==> config.mk <==
export PLATFORM = sky130hd
export DESIGN_NAME = alu_seq
export DESIGN_NICKNAME = d
export VERILOG_FILES = /design/src/rtl/alu_seq_pkg.sv /design/src/rtl/alu_seq_shifter.sv /design/src/rtl/alu_seq.sv
export SDC_FILE = /design/constraint.sdc
export NUM_CORES = 1
export LEC_CHECK = 0
export ABC_AREA = 1
export BUFFER_PORTS_ARGS = -buffer_cell sky130_fd_sc_hd__buf_2
export CAP_MARGIN = 40
export CORE_MARGIN = 2
export CORE_UTILIZATION = 40
export DETAILED_ROUTE_END_ITERATION = 10
export HOLD_SLACK_MARGIN = 0.1
export MAX_ROUTING_LAYER = met4
export PLACE_DENSITY = 0.61
export SLEW_MARGIN = 40
export SYNTH_ARGS = -nofsm -noshare
export SYNTH_HDL_FRONTEND = slang
export SYNTH_HIERARCHICAL = 1
export SYNTH_SLANG_ARGS = --single-unit
==> constraint.sdc <==
create_clock -name Clk -period 4.3 [get_ports Clk]
set_input_delay 1.29 -clock Clk [delete_from_list [all_inputs] [get_ports Clk]]
set_output_delay 1.29 -clock Clk [all_outputs]
set_load 0.01 [all_outputs]
==> src/rtl/alu_seq_pkg.sv <==
// Shared opcode and FSM encodings for alu_seq.
// Latency: n/a (declarations only). Backpressure: n/a.
package alu_seq_pkg;

    localparam logic [3:0] OP_ADD     = 4'b0000;
    localparam logic [3:0] OP_SUB     = 4'b0001;
    localparam logic [3:0] OP_AND     = 4'b0010;
    localparam logic [3:0] OP_OR      = 4'b0011;
    localparam logic [3:0] OP_XOR     = 4'b0100;
    localparam logic [3:0] OP_SLL     = 4'b0101;
    localparam logic [3:0] OP_LUI     = 4'b0110;
    localparam logic [3:0] OP_SRL     = 4'b0111;
    localparam logic [3:0] OP_MULU    = 4'b1000;
    localparam logic [3:0] OP_DIVU    = 4'b1010;
    localparam logic [3:0] OP_SLL_ALT = 4'b1101;
    localparam logic [3:0] OP_SRA     = 4'b1111;

    typedef enum logic [1:0] {
        IDLE = 2'd0,
        MUL  = 2'd1,
        DIV  = 2'd2,
        FIN  = 2'd3
    } state_t;

endpackage

==> src/rtl/alu_seq_shifter.sv <==
// Log2-stage barrel shifter: sll / srl / sra of data by shamt.
// Latency: combinational. Backpressure: none.
module alu_seq_shifter #(
    parameter int WIDTH   = 32,
    parameter int SHAMT_W = $clog2(WIDTH)
) (
    input  logic [WIDTH-1:0]   data,
    input  logic [SHAMT_W-1:0] shamt,
    input  logic               arith,
    input  logic               right,
    output logic [WIDTH-1:0]   result
);

    logic [WIDTH-1:0] stage;

    always_comb begin
        stage = data;
        for (int i = 0; i < SHAMT_W; i++) begin
            if (shamt[i]) begin
                if (!right)
                    stage = stage << (1 << i);
                else if (arith)
                    stage = WIDTH'($signed(stage) >>> (1 << i));
                else
                    stage = stage >> (1 << i);
            end
        end
        result = stage;
    end

endmodule

==> src/rtl/alu_seq.sv <==
// Registered ALU with iterative unsigned mul/div; optional V output under ALU_SEQ_OVF_EN.
// Latency: 1 cycle to Done for simple ops and div-by-zero, WIDTH+1 for mulu/divu.
// Backpressure: Busy high until Done; Start is ignored while Busy.
module alu_seq
    import alu_seq_pkg::*;
#(
    parameter int WIDTH   = 32,
    parameter int SHAMT_W = $clog2(WIDTH)
) (
    input  logic             Clk,
    input  logic             Rst,
    input  logic             Start,
    input  logic [WIDTH-1:0] X,
    input  logic [WIDTH-1:0] Y,
    input  logic [3:0]       Aluc,
    output logic             Busy,
    output logic             Done,
    output logic [WIDTH-1:0] R,
    output logic [WIDTH-1:0] Rhi,
`ifdef ALU_SEQ_OVF_EN
    output logic             V,
`endif
    output logic             Z
);

    localparam int CNT_W = $clog2(WIDTH + 1);

    state_t           state_q, state_d;
    logic [CNT_W-1:0] cnt_q;
    logic [WIDTH-1:0] opd_q;      // multiplicand or divisor
    logic [WIDTH-1:0] acc_hi_q;   // partial product high / remainder
    logic [WIDTH-1:0] acc_lo_q;   // multiplier / dividend-then-quotient
    logic [WIDTH-1:0] r_q, rhi_q;
    logic             last_iter;

    logic [WIDTH-1:0] sum, diff, shift_out, single_r;
    logic             single_v;

    assign sum       = X + Y;
    assign diff      = X - Y;
    assign last_iter = (cnt_q == CNT_W'(1));

    alu_seq_shifter #(.WIDTH(WIDTH), .SHAMT_W(SHAMT_W)) u_shifter (
        .data   (Y),
        .shamt  (X[SHAMT_W-1:0]),
        .arith  (Aluc == OP_SRA),
        .right  ((Aluc == OP_SRL) || (Aluc == OP_SRA)),
        .result (shift_out)
    );

    always_comb begin
        single_r = '0;
        single_v = 1'b0;
        case (Aluc)
            OP_ADD: begin
                single_r = sum;
                single_v = (X[WIDTH-1] == Y[WIDTH-1]) && (sum[WIDTH-1] != X[WIDTH-1]);
            end
            OP_SUB: begin
                single_r = diff;
                single_v = (X[WIDTH-1] != Y[WIDTH-1]) && (diff[WIDTH-1] != X[WIDTH-1]);
            end
            OP_AND:                         single_r = X & Y;
            OP_OR:                          single_r = X | Y;
            OP_XOR:                         single_r = X ^ Y;
            OP_LUI:                         single_r = {Y[WIDTH/2-1:0], {(WIDTH/2){1'b0}}};
            OP_SLL, OP_SLL_ALT, OP_SRL, OP_SRA: single_r = shift_out;
            default:                        single_r = '0;
        endcase
    end

    // One shift-add multiply step and one restoring divide step
    logic [WIDTH:0]   mul_sum, div_shift, div_diff;
    logic [WIDTH-1:0] mul_hi_n, mul_lo_n, div_hi_n, div_lo_n;
    logic             div_ge;

    always_comb begin
        mul_sum   = {1'b0, acc_hi_q} + (acc_lo_q[0] ? {1'b0, opd_q} : '0);
        mul_hi_n  = mul_sum[WIDTH:1];
        mul_lo_n  = {mul_sum[0], acc_lo_q[WIDTH-1:1]};
        div_shift = {acc_hi_q, acc_lo_q[WIDTH-1]};
        div_diff  = div_shift - {1'b0, opd_q};
        div_ge    = ~div_diff[WIDTH];
        div_hi_n  = div_ge ? div_diff[WIDTH-1:0] : {acc_hi_q[WIDTH-2:0], acc_lo_q[WIDTH-1]};
        div_lo_n  = {acc_lo_q[WIDTH-2:0], div_ge};
    end

    always_comb begin
        state_d = state_q;
        Busy    = (state_q != IDLE);
        Done    = (state_q == FIN);
        case (state_q)
            IDLE: begin
                if (Start) begin
                    if (Aluc == OP_MULU)
                        state_d = MUL;
                    else if ((Aluc == OP_DIVU) && (Y != '0))
                        state_d = DIV;
                    else
                        state_d = FIN;
                end
            end
            MUL, DIV: if (last_iter) state_d = FIN;
            default:  state_d = IDLE;
        endcase
    end

    always_ff @(posedge Clk) begin
        if (Rst)
            state_q <= IDLE;
        else
            state_q <= state_d;
    end

    logic v_q;

    always_ff @(posedge Clk) begin
        if (Rst) begin
            cnt_q    <= '0;
            opd_q    <= '0;
            acc_hi_q <= '0;
            acc_lo_q <= '0;
            r_q      <= '0;
            rhi_q    <= '0;
            v_q      <= 1'b0;
        end else begin
            case (state_q)
                IDLE: begin
                    if (Start) begin
                        if (Aluc == OP_MULU) begin
                            opd_q    <= X;
                            acc_hi_q <= '0;
                            acc_lo_q <= Y;
                            cnt_q    <= CNT_W'(WIDTH);
                        end else if (Aluc == OP_DIVU) begin
                            if (Y != '0) begin
                                opd_q    <= Y;
                                acc_hi_q <= '0;
                                acc_lo_q <= X;
                                cnt_q    <= CNT_W'(WIDTH);
                            end else begin
                                r_q   <= '1;
                                rhi_q <= X;
                                v_q   <= 1'b0;
                            end
                        end else begin
                            r_q   <= single_r;
                            rhi_q <= '0;
                            v_q   <= single_v;
                        end
                    end
                end
                MUL: begin
                    acc_hi_q <= mul_hi_n;
                    acc_lo_q <= mul_lo_n;
                    cnt_q    <= cnt_q - CNT_W'(1);
                    if (last_iter) begin
                        r_q   <= mul_lo_n;
                        rhi_q <= mul_hi_n;
                        v_q   <= 1'b0;
                    end
                end
                DIV: begin
                    acc_hi_q <= div_hi_n;
                    acc_lo_q <= div_lo_n;
                    cnt_q    <= cnt_q - CNT_W'(1);
                    if (last_iter) begin
                        r_q   <= div_lo_n;
                        rhi_q <= div_hi_n;
                        v_q   <= 1'b0;
                    end
                end
                default: ;
            endcase
        end
    end

    assign R   = r_q;
    assign Rhi = rhi_q;
    assign Z   = ~|r_q;

`ifdef ALU_SEQ_OVF_EN
    assign V = v_q;
`else
    logic unused_v;
    assign unused_v = v_q;
`endif

endmodule

# Word level (Yosys, flattened, before mapping)
# Index checks and enable logic that the tools add are counted.
# word_totals
reg_bits	168
latchBits	0
ramBits	0
romBits	0
input_bits	71
output_inout_bits	67
wordCells	113
mem_count	0
# op_classes
addsub	5
multipliers	0
div	0
magnitude_cmp	0
eq_ne	23
n_shift	0
muxes	55
n_bitwise	4
n_reduce_logical	19
# ops
operator	count
$mux 32	40
$pmux 32 s3	4
$pmux 32 s7	1
$add 32x32->33	1
$sub 33x32->33	1
$add 32x32->32	1
$and 32x32->32	1
$or 32x32->32	1
$reduce_bool 32->1	1
$reduce_or 32->1	1
$sub 32x32->32	1
$xor 32x32->32	1
$mux 6	4
$eq 4x3->1 const B	4
$eq 4x4->1 const B	4
$pmux 6 s2	1
$reduce_and 4->1	3
$ne 3x3->1 const B	3
$eq 4x2->1 const B	2
$ne 2x2->1 const B	4
$reduce_bool 2->1	4
$eq 6x1->1 const B	1
$mux 2	3
$reduce_and 6->1	1
17 further kinds	18

# Depth between registers and ports, before layout
# depth
ltp_word	21
mapped_depth	26
mapped_depth_nobuf	26

# Modules after synthesis
# Netlist, hierarchy kept.
# by_module_without_submodules
module	n_inst	cells_per_inst	area_per_inst_um2	seq_area_each_um2
alu_seq	1	3114	18256.3	3363.2
alu_seq_shifter	1	673	3189.3	0.0

# Worst setup path before layout
# OpenSTA, ideal clock, no wires.
# synth_path
path_type	in2reg
from	input Y[0]
to	register r_q[27] (netlist: R[27])
setup_time_ns	0.070
t_arrival_ns	4.045
required_ns	4.230
path_slack_ns	0.185
stages	23
path_buffers	0
path_cell_list	inv_1 > ha_1 > nand2_2 > nor2_4 > nand4_2 > nor2_1 > nand4_1 > nor2_1 > nor2_1 > a21oi_1 > o21ai_0 > xor2_1 > ha_1 > nand2_1 > nor2_1 > nand2_1 > nor3_1 > nand2_1 > nand3_1 > nand2_1 > o21ai_0 > nand2_1 > a21oi_1
# synth_via
elab_chain_cells	14
word_cells_on_any_way	19
cone_classes	add/sub (2); eq/ne (1); mux (14); reduce/logical (2)
# synth_rtl
item	line	rtl
start: declaration	alu_seq.sv:14	input logic [WIDTH-1:0] Y,
$mux 32	alu_seq_shifter.sv:20	if (!right)
$mux 32	alu_seq_shifter.sv:19	if (shamt[i]) begin
$mux 32	alu_seq_shifter.sv:20	
$mux 32 (2 in a row)	alu_seq_shifter.sv:19	
$mux 32	alu_seq_shifter.sv:20	
$mux 32	alu_seq_shifter.sv:19	
$mux 32	alu_seq_shifter.sv:20	
$mux 32	alu_seq_shifter.sv:19	
$pmux 32 s7	alu_seq.sv:54	case (Aluc)
$mux 32	alu_seq.sv:135	end else if (Aluc == OP_DIVU) begin
$mux 32	alu_seq.sv:130	if (Aluc == OP_MULU) begin
$mux 32	alu_seq.sv:129	if (Start) begin
$pmux 32 s3	alu_seq.sv:127	case (state_q)
end signal: assignment	alu_seq.sv:147	r_q <= single_r;
end signal: assignment	alu_seq.sv:158	r_q <= mul_lo_n;
end signal: assignment	alu_seq.sv:168	r_q <= div_lo_n;
end: declaration	alu_seq.sv:33	logic [WIDTH-1:0] r_q, rhi_q;
# Parallel ways exist; a longest one is shown, timed or not. The select of a mux whose other input is x is not followed.
# A chain may end at the register's enable or synchronous reset.

# Final worst setup path
# layout_path
from	input Y[9]
to	register r_q[31] (netlist: R[31])
# layout_via
elab_chain_cells	15
word_cells_on_any_way	21
cone_classes	add/sub (2); eq/ne (1); mux (16); reduce/logical (2)
# layout_rtl
item	line	rtl
$mux 32	alu_seq_shifter.sv:19	
$mux 32	alu_seq_shifter.sv:20	
$mux 32	alu_seq_shifter.sv:19	
$mux 32	alu_seq_shifter.sv:22	else if (arith)
$mux 32	alu_seq_shifter.sv:20	
$mux 32	alu_seq_shifter.sv:19	
$mux 32	alu_seq_shifter.sv:20	
$mux 32	alu_seq_shifter.sv:19	
$mux 32	alu_seq_shifter.sv:20	
$mux 32	alu_seq_shifter.sv:19	
$pmux 32 s7	alu_seq.sv:54	
$mux 32	alu_seq.sv:135	
$mux 32	alu_seq.sv:130	
$mux 32	alu_seq.sv:129	
$pmux 32 s3	alu_seq.sv:127	
# Parallel ways exist; a longest one is shown, timed or not. The select of a mux whose other input is x is not followed.

==> impl_metrics.env <==
export IMPL_cap_violations=0
export IMPL_final_cell_mix="nand2_1, inv_1, nand3_1"
export IMPL_register_area_um2=3360
export IMPL_fin_nets=4254
export IMPL_fin_crit_ps=3980
export IMPL_die_area_um2=55500
export IMPL_final_cells=4716
export IMPL_worst_path_most_repeated_cell="nand2_1"
export IMPL_max_slew_margin_rel_pct=47.1
export IMPL_first_iter_violations=2717
export IMPL_antenna_found_initial=3
export IMPL_drive_gt1_share_pct=13.7
export IMPL_vdd_drop_max_uv=596
export IMPL_fin_util_pct=47.0
export IMPL_switching_share_pct=58.6
export IMPL_fin_skew_ps=15.0
export IMPL_synthToLayoutAreaGrowth_pct=15.5
export IMPL_cts_tree="built"
export IMPL_hold_class="flip-flop to flip-flop"
export IMPL_seqPwrFrac_pct=16.7
export IMPL_clock_path_buffers=2
export IMPL_status="complete, no violations"
export IMPL_async_flop_share_pct=0
export IMPL_ctsHoldBuffers=0
export IMPL_routed_via_density=5.59
export IMPL_cpPeakStageDelay_ps=310
export IMPL_dp_slack_ps=-211
export IMPL_place_inst=4682
export IMPL_clock_latency_ps=460
export IMPL_clockRootBuffer="clkbuf_16"
export IMPL_drt_total_wl_um=96600
export IMPL_numCtsBuffers=17
export IMPL_clock_fmax_mhz=251
export IMPL_wl_per_cell_um=20.5
export IMPL_ys_types=58
export IMPL_required_ps=4690
export IMPL_syn_nets=4027
export IMPL_totalPowerFinal_uw=16300
export IMPL_drtAntennaViolNets=0
export IMPL_postSynthCellCount=3787
export IMPL_critPathKind="input pin to flip-flop"
export IMPL_fillCellCount=5927
export IMPL_synth_flop_cell="dfxtp_1"
export IMPL_tightest_slew_ps=791
export IMPL_rows=84
export IMPL_ios=138
export IMPL_rsz0062_at_grt="yes"
export IMPL_setup_tns_ps=0
export IMPL_power_frac_comb_pct=73.5
export IMPL_slew_violations=0
export IMPL_die_x_um=236
export IMPL_overflow=0
export IMPL_track_usage_pct=35.0
export IMPL_drc_errors=0
export IMPL_htree_levels=4
export IMPL_vias=26359
export IMPL_grt_first_pass_wirelength_um=145000
export IMPL_die_y_um=236
export IMPL_start_util_pct=40.6
export IMPL_syn_cell_area_um2=21400
export IMPL_fp_coreArea_um2=52800
export IMPL_hold_violations=0
export IMPL_hpwlAfterDp_um=77500
export IMPL_final_common_cell="nand2_1"
export IMPL_finalSetupViolCount=0
export IMPL_yosys_register_bits=168
export IMPL_cp_arrival_ps=4360
export IMPL_yosysWarnings=6
export IMPL_io_buffers=137
export IMPL_first_pass_iters=6
export IMPL_p_per_area_nw_per_um2=658
export IMPL_ys_seq_area_share_pct=15.7
export IMPL_grt_pass1_vias=24332
export IMPL_multi_input_area_um2=15600
export IMPL_clk_pin_slew_ps=70
export IMPL_pwr_share_clk_pct=9.8
export IMPL_post_route_period_util_pct=92.5
export IMPL_start_kind="input pin"
export IMPL_syn_area_per_cell_um2=5.66
export IMPL_place_congestion=1.03
export IMPL_internal_power_uw=6750
export IMPL_setup_slack_ps=324
export IMPL_slowest_stage="ha_1"
export IMPL_grt_max_degree=74
export IMPL_p_switching_uw=9550
export IMPL_leakage_uw=0.0126
export IMPL_clock_sinks=168
export IMPL_synth_edf_count=0
export IMPL_cp_end_kind="flip-flop"
export IMPL_critPathMaxFanout=4
-- state kept, by name, indices dropped and copies added, names as in the netlist --
signal and count:
state_q 2, Rhi 32, cnt_q 6, acc_hi_q 32, acc_lo_q 32, opd_q 32, R 32
-- metrics by stage --
step | hold WS [ps] | cell area [µm²]
floorplan | 449 | 21400
global placement | 469 | 24100
detailed placement | 475 | 24100
CTS | 486 | 24700
global route | 502 | 24800
finish | 488 | 24800
-- cells in the mapped netlist (3+ instances only) --
master / n / share of area [%]
xor2_1: 36 / 1.5
nand2_2: 18 / 0.53
o21bai_1: 9 / 0.32
nor3_1: 25 / 0.58
nand3b_1: 26 / 0.91
a21boi_0: 3 / 0.11
a221oi_1: 8 / 0.33
a22o_1: 19 / 0.78
buf_2: 46 / 1.1
ha_1: 166 / 9.7
a21oi_1: 312 / 7.3
o21ai_1: 15 / 0.35
buf_4: 12 / 0.42
nor2_1: 270 / 4.7
buf_1: 10 / 0.18
clkbuf_1: 90 / 1.6
and2_1: 5 / 0.15
nand2_4: 5 / 0.26
a31oi_1: 13 / 0.38
o22ai_1: 38 / 1.1
a211oi_2: 3 / 0.18
inv_2: 12 / 0.21
nand4_1: 31 / 0.90
fa_1: 3 / 0.28
o21a_1: 6 / 0.21
a21oi_2: 20 / 0.82
o211ai_1: 26 / 0.91
nand3_1: 366 / 8.5
nand2_1: 1163 / 20
buf_6: 8 / 0.42
nand3_2: 23 / 1.1
or2_2: 39 / 1.1
nor4_1: 12 / 0.35
o2111ai_1: 3 / 0.12
nor2_4: 4 / 0.21
inv_1: 433 / 7.6
a211oi_1: 14 / 0.49
a21o_1: 7 / 0.25
dfxtp_1: 168 / 16
xnor2_1: 14 / 0.57
o21ai_0: 286 / 6.7
-- worst paths after layout --
kind	startpoint	endpoint	slack, ps	cells past startpoint
worst max register to register	acc_lo_q[31]$_SDFFE_PP0P_	acc_hi_q[21]$_SDFFE_PP0P_	1170	19
worst max-delay path	Y[9]	R[31]$_SDFFE_PP0P_	320	25
worst min-delay path	acc_lo_q[2]$_SDFFE_PP0P_	acc_lo_q[2]$_SDFFE_PP0P_	490	2
worst min register to register	acc_lo_q[2]$_SDFFE_PP0P_	acc_lo_q[2]$_SDFFE_PP0P_	490	2
-- cell families (layout without fill, tap and decap cells) --
group / count (synthesis) / count (layout) / synth area share, %
simple gates: 1994 / 1994 / 40.0
flops: 168 / 168 / 15.7
buf+inv: 616 / 856 / 11.6
xor+xnor: 50 / 50 / 2.04
compound gates: 790 / 790 / 20.6
other cells: 0 / 1 / 0
fa+ha+maj: 169 / 169 / 9.96
-- layer usage --
| metal | up-vias | global-route usage, % | wire length, µm |
|---|---|---|---|
| li1 | 12932 | - | - |
| met1 | 12058 | 44.0 | 40100 |
| met2 | 1133 | 55.0 | 42800 |
| met3 | 236 | 3.65 | 7410 |
| met4 | 0 | 19.2 | 6190 |
| met5 | - | - | 0 |
-- critical path, delay by kind of cell --
family,cells,cell delay (ps)
xor+xnor,1,260
buf+inv,5,630
compound gates,3,470
simple gates,15,1410
fa+ha+maj,1,310
-- layout make-up --
| cell class | instances | share of cell area [%] |
|---|---|---|
| antenna | 1 | 0.0101 |
| tap | 688 | 3.47 |
| clock inverter | 14 | 0.641 |
| multi-input combinational | 3003 | 63.1 |
| clock buffer | 18 | 1.73 |
| inverter | 448 | 6.81 |
| timing repair buffer | 376 | 10.6 |
| sequential | 168 | 13.6 |
-- timing repair --
| item | 4_1_cts | 5_1_grt |
|---|---|---|
| resized for setup | 0 | 9 |
| setup endpoints to repair | 0 | 6 |
| buffers inserted | 0 | 0 |
-- power groups by stage --
stage	Combinational, µW	Sequential (µW)	Clock [µW]
finish	12000	2720	1590
global route	13400	2760	1670
CTS	11800	2700	1600
detailed placement	11800	2730	0
global placement	11700	2730	0
floorplan	8330	2590	0
(Power assumes the default switching activity.)
